## config.mk

```make
export PLATFORM = sky130hd
export DESIGN_NAME = hazard_control_unit
export DESIGN_NICKNAME = d
export VERILOG_FILES = /design/src/rtl/hazard_pkg.sv /design/src/rtl/sat_counter32.sv /design/src/rtl/hazard_control_unit.sv
export SDC_FILE = /design/constraint.sdc
export NUM_CORES = 1
export LEC_CHECK = 0
export CORE_MARGIN = 3
export CORE_UTILIZATION = 48
export CTS_CLUSTER_DIAMETER = 80
export DETAILED_ROUTE_END_ITERATION = 8
export PLACE_DENSITY = 0.88
export SKIP_LAST_GASP = 1
export SYNTH_ARGS = -nofsm -noshare
export SYNTH_HDL_FRONTEND = slang
export SYNTH_SLANG_ARGS = --single-unit
```

## constraint.sdc

```tcl
create_clock -name clk_i -period 3.2 [get_ports clk_i]
set_input_delay 0.8 -clock clk_i [delete_from_list [all_inputs] [get_ports clk_i]]
set_output_delay 0.8 -clock clk_i [all_outputs]
set_load 0.01 [all_outputs]
```

## src/rtl/hazard_pkg.sv

```systemverilog
// Shared definitions for the pipeline hazard controller: FSM encoding,
// flush-penalty limits and the load-use dependency test.
package hazard_pkg;

  typedef enum logic [1:0] {
    ST_RUN      = 2'd0,
    ST_FLUSH    = 2'd1,
    ST_MEM_WAIT = 2'd2
  } state_t;

  localparam int BRANCH_PENALTY_DEFAULT = 2;
  localparam int BRANCH_PENALTY_MIN     = 1;
  localparam int BRANCH_PENALTY_MAX     = 4;

  // Wide enough for the largest remaining-flush count (MAX-1).
  localparam int CNT_W = 2;

  localparam logic [31:0] COUNT_MAX = 32'hFFFF_FFFF;

  function automatic logic load_use_hit(
    input logic       fd_valid,
    input logic [4:0] rs1,
    input logic [4:0] rs2,
    input logic       de_valid,
    input logic [4:0] rd,
    input logic       mem_read
  );
    return fd_valid & de_valid & mem_read & (rd != 5'd0) &
           ((rd == rs1) | (rd == rs2));
  endfunction

endpackage

```

## src/rtl/sat_counter32.sv

```systemverilog
// 32-bit event counter with synchronous clear and saturation at all-ones.
module sat_counter32
  import hazard_pkg::*;
(
  input  logic        clk_i,
  input  logic        rst_i,
  input  logic        clear_i,
  input  logic        inc_i,
  output logic [31:0] count_o
);

  logic [31:0] count_q;

  // Clear wins over increment; the count sticks at the top value.
  always_ff @(posedge clk_i) begin
    if (rst_i || clear_i) begin
      count_q <= '0;
    end else if (inc_i && (count_q != COUNT_MAX)) begin
      count_q <= count_q + 32'd1;
    end
  end

  assign count_o = count_q;

endmodule

```

## src/rtl/hazard_control_unit.sv

```systemverilog
// Pipeline hazard controller: memory-wait stalls, branch/jump flush
// sequencing and load-use interlock, plus stall/flush event counters.
//
// state     | meaning
// RUN       | normal issue; taken branches and load-use are resolved here
// FLUSH     | fetch/decode is bubbled while the remaining penalty drains
// MEM_WAIT  | whole front end held for data memory; penalty count is kept
module hazard_control_unit
  import hazard_pkg::*;
#(
  parameter int BRANCH_PENALTY = BRANCH_PENALTY_DEFAULT
) (
  input  logic        clk_i,
  input  logic        rst_i,
  input  logic        fd_valid_i,
  input  logic [4:0]  fd_rs1_i,
  input  logic [4:0]  fd_rs2_i,
  input  logic        de_valid_i,
  input  logic [4:0]  de_rd_i,
  input  logic        de_mem_read_i,
  input  logic        ex_branch_taken_i,
  input  logic        ex_jump_i,
  input  logic        mem_busy_i,
  input  logic        counter_clear_i,
  output logic        pc_stall_o,
  output logic        fd_stall_o,
  output logic        de_stall_o,
  output logic        fd_flush_o,
  output logic        de_flush_o,
  output logic        em_stall_o,
  output logic [1:0]  state_o,
  output logic [31:0] stall_count_o,
  output logic [31:0] flush_count_o
);

  // Out-of-range penalties are pulled back into the legal window.
  localparam int PENALTY_EFF =
    (BRANCH_PENALTY < BRANCH_PENALTY_MIN) ? BRANCH_PENALTY_MIN :
    (BRANCH_PENALTY > BRANCH_PENALTY_MAX) ? BRANCH_PENALTY_MAX :
    BRANCH_PENALTY;
  localparam logic [CNT_W-1:0] RELOAD     = CNT_W'(PENALTY_EFF - 1);
  localparam state_t           AFTER_TAKEN = (PENALTY_EFF > 1) ? ST_FLUSH : ST_RUN;

  state_t           state_q, state_d;
  logic [CNT_W-1:0] cnt_q, cnt_d;
  logic             taken;
  logic             load_use;
  logic             flush_inc;
  logic             eval_run;
  logic             eval_flush;

  assign taken    = de_valid_i & (ex_branch_taken_i | ex_jump_i);
  assign load_use = load_use_hit(fd_valid_i, fd_rs1_i, fd_rs2_i,
                                 de_valid_i, de_rd_i, de_mem_read_i);

  // Leaving MEM_WAIT resumes whichever mode the preserved count implies.
  assign eval_run   = (state_q == ST_RUN)   || ((state_q == ST_MEM_WAIT) && (cnt_q == '0));
  assign eval_flush = (state_q == ST_FLUSH) || ((state_q == ST_MEM_WAIT) && (cnt_q != '0));

  always_ff @(posedge clk_i) begin
    if (rst_i) begin
      state_q <= ST_RUN;
      cnt_q   <= '0;
    end else begin
      state_q <= state_d;
      cnt_q   <= cnt_d;
    end
  end

  always_comb begin
    state_d    = ST_RUN;
    cnt_d      = cnt_q;
    pc_stall_o = 1'b0;
    fd_stall_o = 1'b0;
    de_stall_o = 1'b0;
    em_stall_o = 1'b0;
    fd_flush_o = 1'b0;
    de_flush_o = 1'b0;
    flush_inc  = 1'b0;

    if (rst_i) begin
      state_d = ST_RUN;
      cnt_d   = '0;
    end else if (mem_busy_i) begin
      pc_stall_o = 1'b1;
      fd_stall_o = 1'b1;
      de_stall_o = 1'b1;
      em_stall_o = 1'b1;
      state_d    = ST_MEM_WAIT;
    end else if (eval_flush) begin
      fd_flush_o = 1'b1;
      if (taken) begin
        de_flush_o = 1'b1;
        flush_inc  = 1'b1;
        cnt_d      = RELOAD;
        state_d    = AFTER_TAKEN;
      end else if (cnt_q <= CNT_W'(1)) begin
        cnt_d   = '0;
        state_d = ST_RUN;
      end else begin
        cnt_d   = cnt_q - CNT_W'(1);
        state_d = ST_FLUSH;
      end
    end else if (eval_run) begin
      if (taken) begin
        fd_flush_o = 1'b1;
        de_flush_o = 1'b1;
        flush_inc  = 1'b1;
        cnt_d      = RELOAD;
        state_d    = AFTER_TAKEN;
      end else if (load_use) begin
        pc_stall_o = 1'b1;
        fd_stall_o = 1'b1;
        de_flush_o = 1'b1;
        state_d    = ST_RUN;
      end else begin
        state_d = ST_RUN;
      end
    end else begin
      state_d = ST_RUN;
      cnt_d   = '0;
    end
  end

  assign state_o = state_q;

  sat_counter32 u_stall_cnt (
    .clk_i   (clk_i),
    .rst_i   (rst_i),
    .clear_i (counter_clear_i),
    .inc_i   (pc_stall_o),
    .count_o (stall_count_o)
  );

  sat_counter32 u_flush_cnt (
    .clk_i   (clk_i),
    .rst_i   (rst_i),
    .clear_i (counter_clear_i),
    .inc_i   (flush_inc),
    .count_o (flush_count_o)
  );

endmodule

```

# ---- After elaboration in Yosys (flattened, before gate mapping)
# Cells that the tools add are included.
dict set report totals {
  in_bits 24
  output_inout_bits 72
  regBits 68
  wordCells 69
}
dict set report op_classes {
  eq_ne 7
  magnitude_cmp 1
  bitwise 8
  reduce_logical 13
  n_mux 32
  add_sub_neg 3
}
# operator n
set op_table {}
lappend op_table {{$add 32x1->32 const B} 2}
lappend op_table {{$ne 32x32->1 const B} 2}
lappend op_table {{$mux 1} 24}
lappend op_table {{$mux 2} 8}
lappend op_table {{$eq 5x5->1} 2}
lappend op_table {{$and 1x1->1} 5}
lappend op_table {{$reduce_bool 5->1} 1}
lappend op_table {{$logic_and 1x1->1} 4}
lappend op_table {{$logic_not 2->1} 2}
lappend op_table {{$logic_or 1x1->1} 3}
lappend op_table {{$ne 3x2->1 const B} 1}
lappend op_table {{$eq 2x1->1 const B} 1}
lappend op_table {{$eq 2x2->1 const B} 1}
lappend op_table {{$le 2x1->1 const B} 1}
lappend op_table {{$or 1x1->1} 2}
lappend op_table {{$reduce_and 2->1} 1}
lappend op_table {{$reduce_bool 2->1} 1}
lappend op_table {{$reduce_or 2->1} 1}
lappend op_table {{$sub 2x1->2 const B} 1}
lappend op_table {{$not 1->1} 1}

# ---- Longest topological paths before layout
dict set report logic_depth {
  ltp_word 11
  ltp_mapped 8
  mapped_depth_nobuf 7
}

# ---- By module
# A second synthesis with hierarchy kept.
dict set report unflattened {
  hier_cells 437
  hier_area_um2 3757.4
}
# mod instances area_each_um2 seq_area_each_um2 cells_per_inst
set modules_own_cells {}
lappend modules_own_cells {{sat_counter32 (u_stall_cnt)} 1 1685.4 640.6 196}
lappend modules_own_cells {{sat_counter32 (u_flush_cnt)} 1 1681.6 640.6 189}
lappend modules_own_cells {hazard_control_unit 1 390.4 80.1 52}

# ---- Least setup slack after synthesis
# Ideal clock, no wire load.
dict set report synth_timing {
  path_kind {input to output}
  from {input port rst_i}
  to {output port pc_stall_o}
  slack_ns 0.371
  t_arrival_ns 2.029
  stages 6
  required_ns 2.400
  path_buffers 3
  path_cell_list {clkbuf_1 nor2_1 a41oi_1 clkbuf_1 inv_1 buf_4}
}
dict set report synth_via {
  elab_chain_len 1
}
# item line
set synth_lines {}
lappend synth_lines {{start: declaration} hazard_control_unit.sv:14} ;# input logic rst_i,
lappend synth_lines {{$mux 1} --}
lappend synth_lines {{end: declaration} hazard_control_unit.sv:25} ;# output logic pc_stall_o,
# No other way between the ends.

# ---- Worst setup path in the final report
dict set report layout_timing {
  from {input port de_rd_i[3]}
  to {output port fd_stall_o}
}
dict set report layout_via {
  elab_chain_len 9
  word_cells_on_any_way 12
  classes_between {2 x eq/ne; 6 x mux; 3 x bitwise; 1 x reduce/logical}
}
# item line
set layout_lines {}
lappend layout_lines {{start: declaration} hazard_control_unit.sv:19} ;# input logic [4:0] de_rd_i,
lappend layout_lines {{$eq 5x5->1 / $reduce_bool 5->1 (equally long branches)} {hazard_pkg.sv:29, hazard_pkg.sv:28}}
lappend layout_lines {{$or 1x1->1 / $and 1x1->1 (equally long branches)} {hazard_pkg.sv:29, hazard_pkg.sv:28}}
lappend layout_lines {{$and 1x1->1 *} hazard_pkg.sv:28} ;# return fd_valid & de_valid & mem_read & (rd != 5'd0) &
lappend layout_lines {{$mux 1 *} hazard_control_unit.sv:111} ;# end else if (load_use) begin
lappend layout_lines {{$mux 1 *} hazard_control_unit.sv:105} ;# if (taken) begin
lappend layout_lines {{$mux 1 *} hazard_control_unit.sv:104} ;# end else if (eval_run) begin
lappend layout_lines {{$mux 1 *} hazard_control_unit.sv:90} ;# end else if (eval_flush) begin
lappend layout_lines {{$mux 1 *} hazard_control_unit.sv:84} ;# end else if (mem_busy_i) begin
lappend layout_lines {{$mux 1 *} hazard_control_unit.sv:81} ;# if (rst_i) begin
lappend layout_lines {{end: declaration} hazard_control_unit.sv:26} ;# output logic fd_stall_o,
# Every way passes the cells marked *; elsewhere a longest branch is shown, timed or not.

==> metrics <==
#FFs+latches synth=68; Setup Fix Bufs, Post-CTS=0; n_diodes=0; worst hold slack=0.5058 ns; WP data required=2.40 ns; Die Area=0.008357 mm^2; gr ovfl total=0; syn nets=456; Final ANT Viol Nets=0; router iterations before antenna repair=5; Power Dens Cells=352.4 mW/mm^2; CTS Root Cell=clkbuf_8; Worst-Skew Late Latency=0.35 ns; dpl cells=623; nets@finish=564; synthesized cell area=0.003502 mm^2; Vias=3,772; Slew headroom=47.56%; share of layout cells above drive strength 1=8.656%; number of global-route vias before repair=3,630; CP Launch Point=de_rd_i[3]; # IOs=96; Crit Path Class=in2out; fmax=320.6 MHz; die width=91.42 um; starting density of the core=50.43%; leading post-synthesis cells by cell area=dfxtp_1 (39%), xnor2_1 (7.0%), or3_1 (5.7%); Syn Inst Count=430; post-synthesis async set-or-reset flop share=0%; Avg WL per Cell=15.58 um; first-pass GRT wire length=16,790 um; clock slew at reported path FFs=0.07 ns; placed wire-length estimate=7039 um; most common cell after layout, fill and taps aside=clkdlybuf4s50_1; largest net degree at the start of global routing=58; Layout area overhead=38.84%; critical path capture point type=output port; Max Slew Vio Count=0; GPL Wtd Cong=0.8493; WP data arrival=2.32 ns; commonest non-fill, non-tap cells in the layout=clkdlybuf4s50_1 (86), dfxtp_1 (68), nor2_1 (40); Port Buf Inserts=95; Remaining DRCs=0; final period utilization=97.47%; worst min path class=reg2reg; Leak=0.001561 uW; Slowest-stage cell, CP=clkdlybuf4s50_1; Post-synth EDFFs=0; Yosys cell types=45; vias per cell=5.903; CTS tree=yes; # setup viols final=0; Max VDD drop=219.4 uV; Num CTS Buffers=9; row cnt=30; buffers plus inverters on the worst setup path=3; # Max-Cap Violations=0; CP delay by family, top=buffers and inverters; Post-DP Area=0.004646 mm^2; ys flop type=dfxtp_1; sequential-to-total area share from yosys stat=38.87%; clk sink count=68; warnings from Yosys=0; final core utilization=70.02%; drt total wl=9954 um; Max Root-Sink Buffers=2; status=complete, no violations; CTS H-Tree Depth=3; critical path cell sequence=clkdlybuf4s50_1, xnor2_1, nand2_1, o22ai_2, a41oi_2, inv_1, dlygate4sd2_1; Final Cell Area=0.004862 mm^2; area leader, netlist=dfxtp_1; Setup crit start kind=input port; die extent in y=91.42 um; RSZ-0062 raised after global routing=no; Worst-Margin Slew=0.7858 ns; hold_buf cts=0; Crit Reg-Reg Startpoint=u_flush_cnt.count_o[0]; Hold Violations, Final=0; final non-filler cell total=639; Core Region=0.006944 mm^2; initial antenna violation count=0; Fillers=559; CP peak stage delay=0.54 ns; Syn Area/Cell=8.144 um^2; Tot GR Track Use=24.10%; Clock Skew=0.01271 ns; Initial DRC Count=175; beginning of the worst hold path=cnt_q[1]; fin crit period=3.119 ns; critical path peak fanout=3; share of the synthesized area in the top cell type=38.87%
==> area by class of cell <==
| class | instances | area, um^2 | share of cell area (%) |
|---|---|---|---|
| flip-flops and latches | 68 | 1361 | 28.00 |
| clock buffers | 10 | 137.6 | 2.831 |
| multi-input cells | 337 | 2051 | 42.18 |
| inverters | 8 | 30.03 | 0.6176 |
| clock inverters | 6 | 63.81 | 1.312 |
| repair buffers | 114 | 1099 | 22.59 |
| well taps | 96 | 120.1 | 2.470 |
==> worst min-delay path: cells and delay by family (launching register included) <==
kind / cells / cell delay [ns]
AO/OA/AOI/OAI: 1 / 0.04
flip-flops: 1 / 0.35
AND/OR/NAND/NOR: 1 / 0.07
==> registers in the layout, summed over array words and instances (netlist names) <==
signal               flops
cnt_q                    2
u_stall_cnt.count_o     32
u_flush_cnt.count_o     32
state_o                  2
==> cell usage after synthesis, types with 2 or more instances <==
| cell type | number |
|---|---|
| dfxtp_1 | 68 |
| nor2_1 | 40 |
| a21oi_1 | 34 |
| or3_1 | 32 |
| o21ai_0 | 29 |
| nand2_1 | 28 |
| xnor2_1 | 28 |
| nand3_1 | 26 |
| nand4_1 | 24 |
| nor3_1 | 11 |
| and3_1 | 10 |
| clkbuf_1 | 9 |
| nor4_1 | 9 |
| xor2_1 | 9 |
| inv_1 | 8 |
| and4_1 | 7 |
| or4_1 | 6 |
| o21a_1 | 5 |
| buf_2 | 4 |
| and2_1 | 3 |
| o31a_1 | 3 |
| or2_2 | 3 |
| a41oi_1 | 2 |
| buf_4 | 2 |
| ha_1 | 2 |
| mux2i_1 | 2 |
| nand4_2 | 2 |
| nor3b_1 | 2 |
| nor4b_1 | 2 |
| o211ai_1 | 2 |
| o311ai_0 | 2 |
| o31ai_1 | 2 |
| o41ai_1 | 2 |
==> report_power, final <==
part	switching (uW)	internal, uW
registers	3.73	848
logic	66.5	67.4
clock network	348	380
total	419	1290
==> final timing paths <==
path	endpoint	slack [ns]	depth (start not counted)
setup / recovery	fd_stall_o	0.08	7
hold reg to reg	cnt_q[1]	0.51	2
setup reg to reg	u_flush_cnt.count_o[12]	0.69	8
hold / removal	cnt_q[1]	0.51	2
==> stage by stage <==
step                setup TNS [ns]  setup slack (ns)  total power, uW
detailed placement         -0.8092           -0.3125             1005
CTS                              0          0.009410             1713
finish                           0           0.08086             1713
global placement           -0.7062           -0.2809             1001
floorplan                        0            0.3714            930.1
global route                     0           0.01780             1776
==> what timing repair did <==
| item | 4_1_cts | 5_1_grt |
|---|---|---|
| endpoints found under the setup margin | 4 | 1 |
| pin swaps | 2 | 0 |
| gates resized for setup | 12 | 1 |
==> per-layer routing <==
| layer | GRT usage, % | share of wire, % | up-vias |
|---|---|---|---|
| met4 | 9.422 | 1.9 | 0 |
| li1 | - | - | 1809 |
| met2 | 40.17 | 49 | 153 |
| met1 | 30.27 | 43 | 1789 |
| met5 | 0 | 0 | - |
| met3 | 5.054 | 6.1 | 21 |
==> kinds of logic after synthesis <==
| logic type | after synthesis | share of synthesized area (%) |
|---|---|---|
| adders and majority gates | 2 | 0.7144 |
| and+or+nand+nor | 208 | 32.58 |
| muxes | 2 | 0.5717 |
| buffers and inverters | 25 | 3.215 |
| AOI/OAI and AO/OA | 88 | 14.79 |
| xor gates and xnor gates | 37 | 9.254 |
| DFF | 68 | 38.87 |
Power figures use the tool's default switching activity.
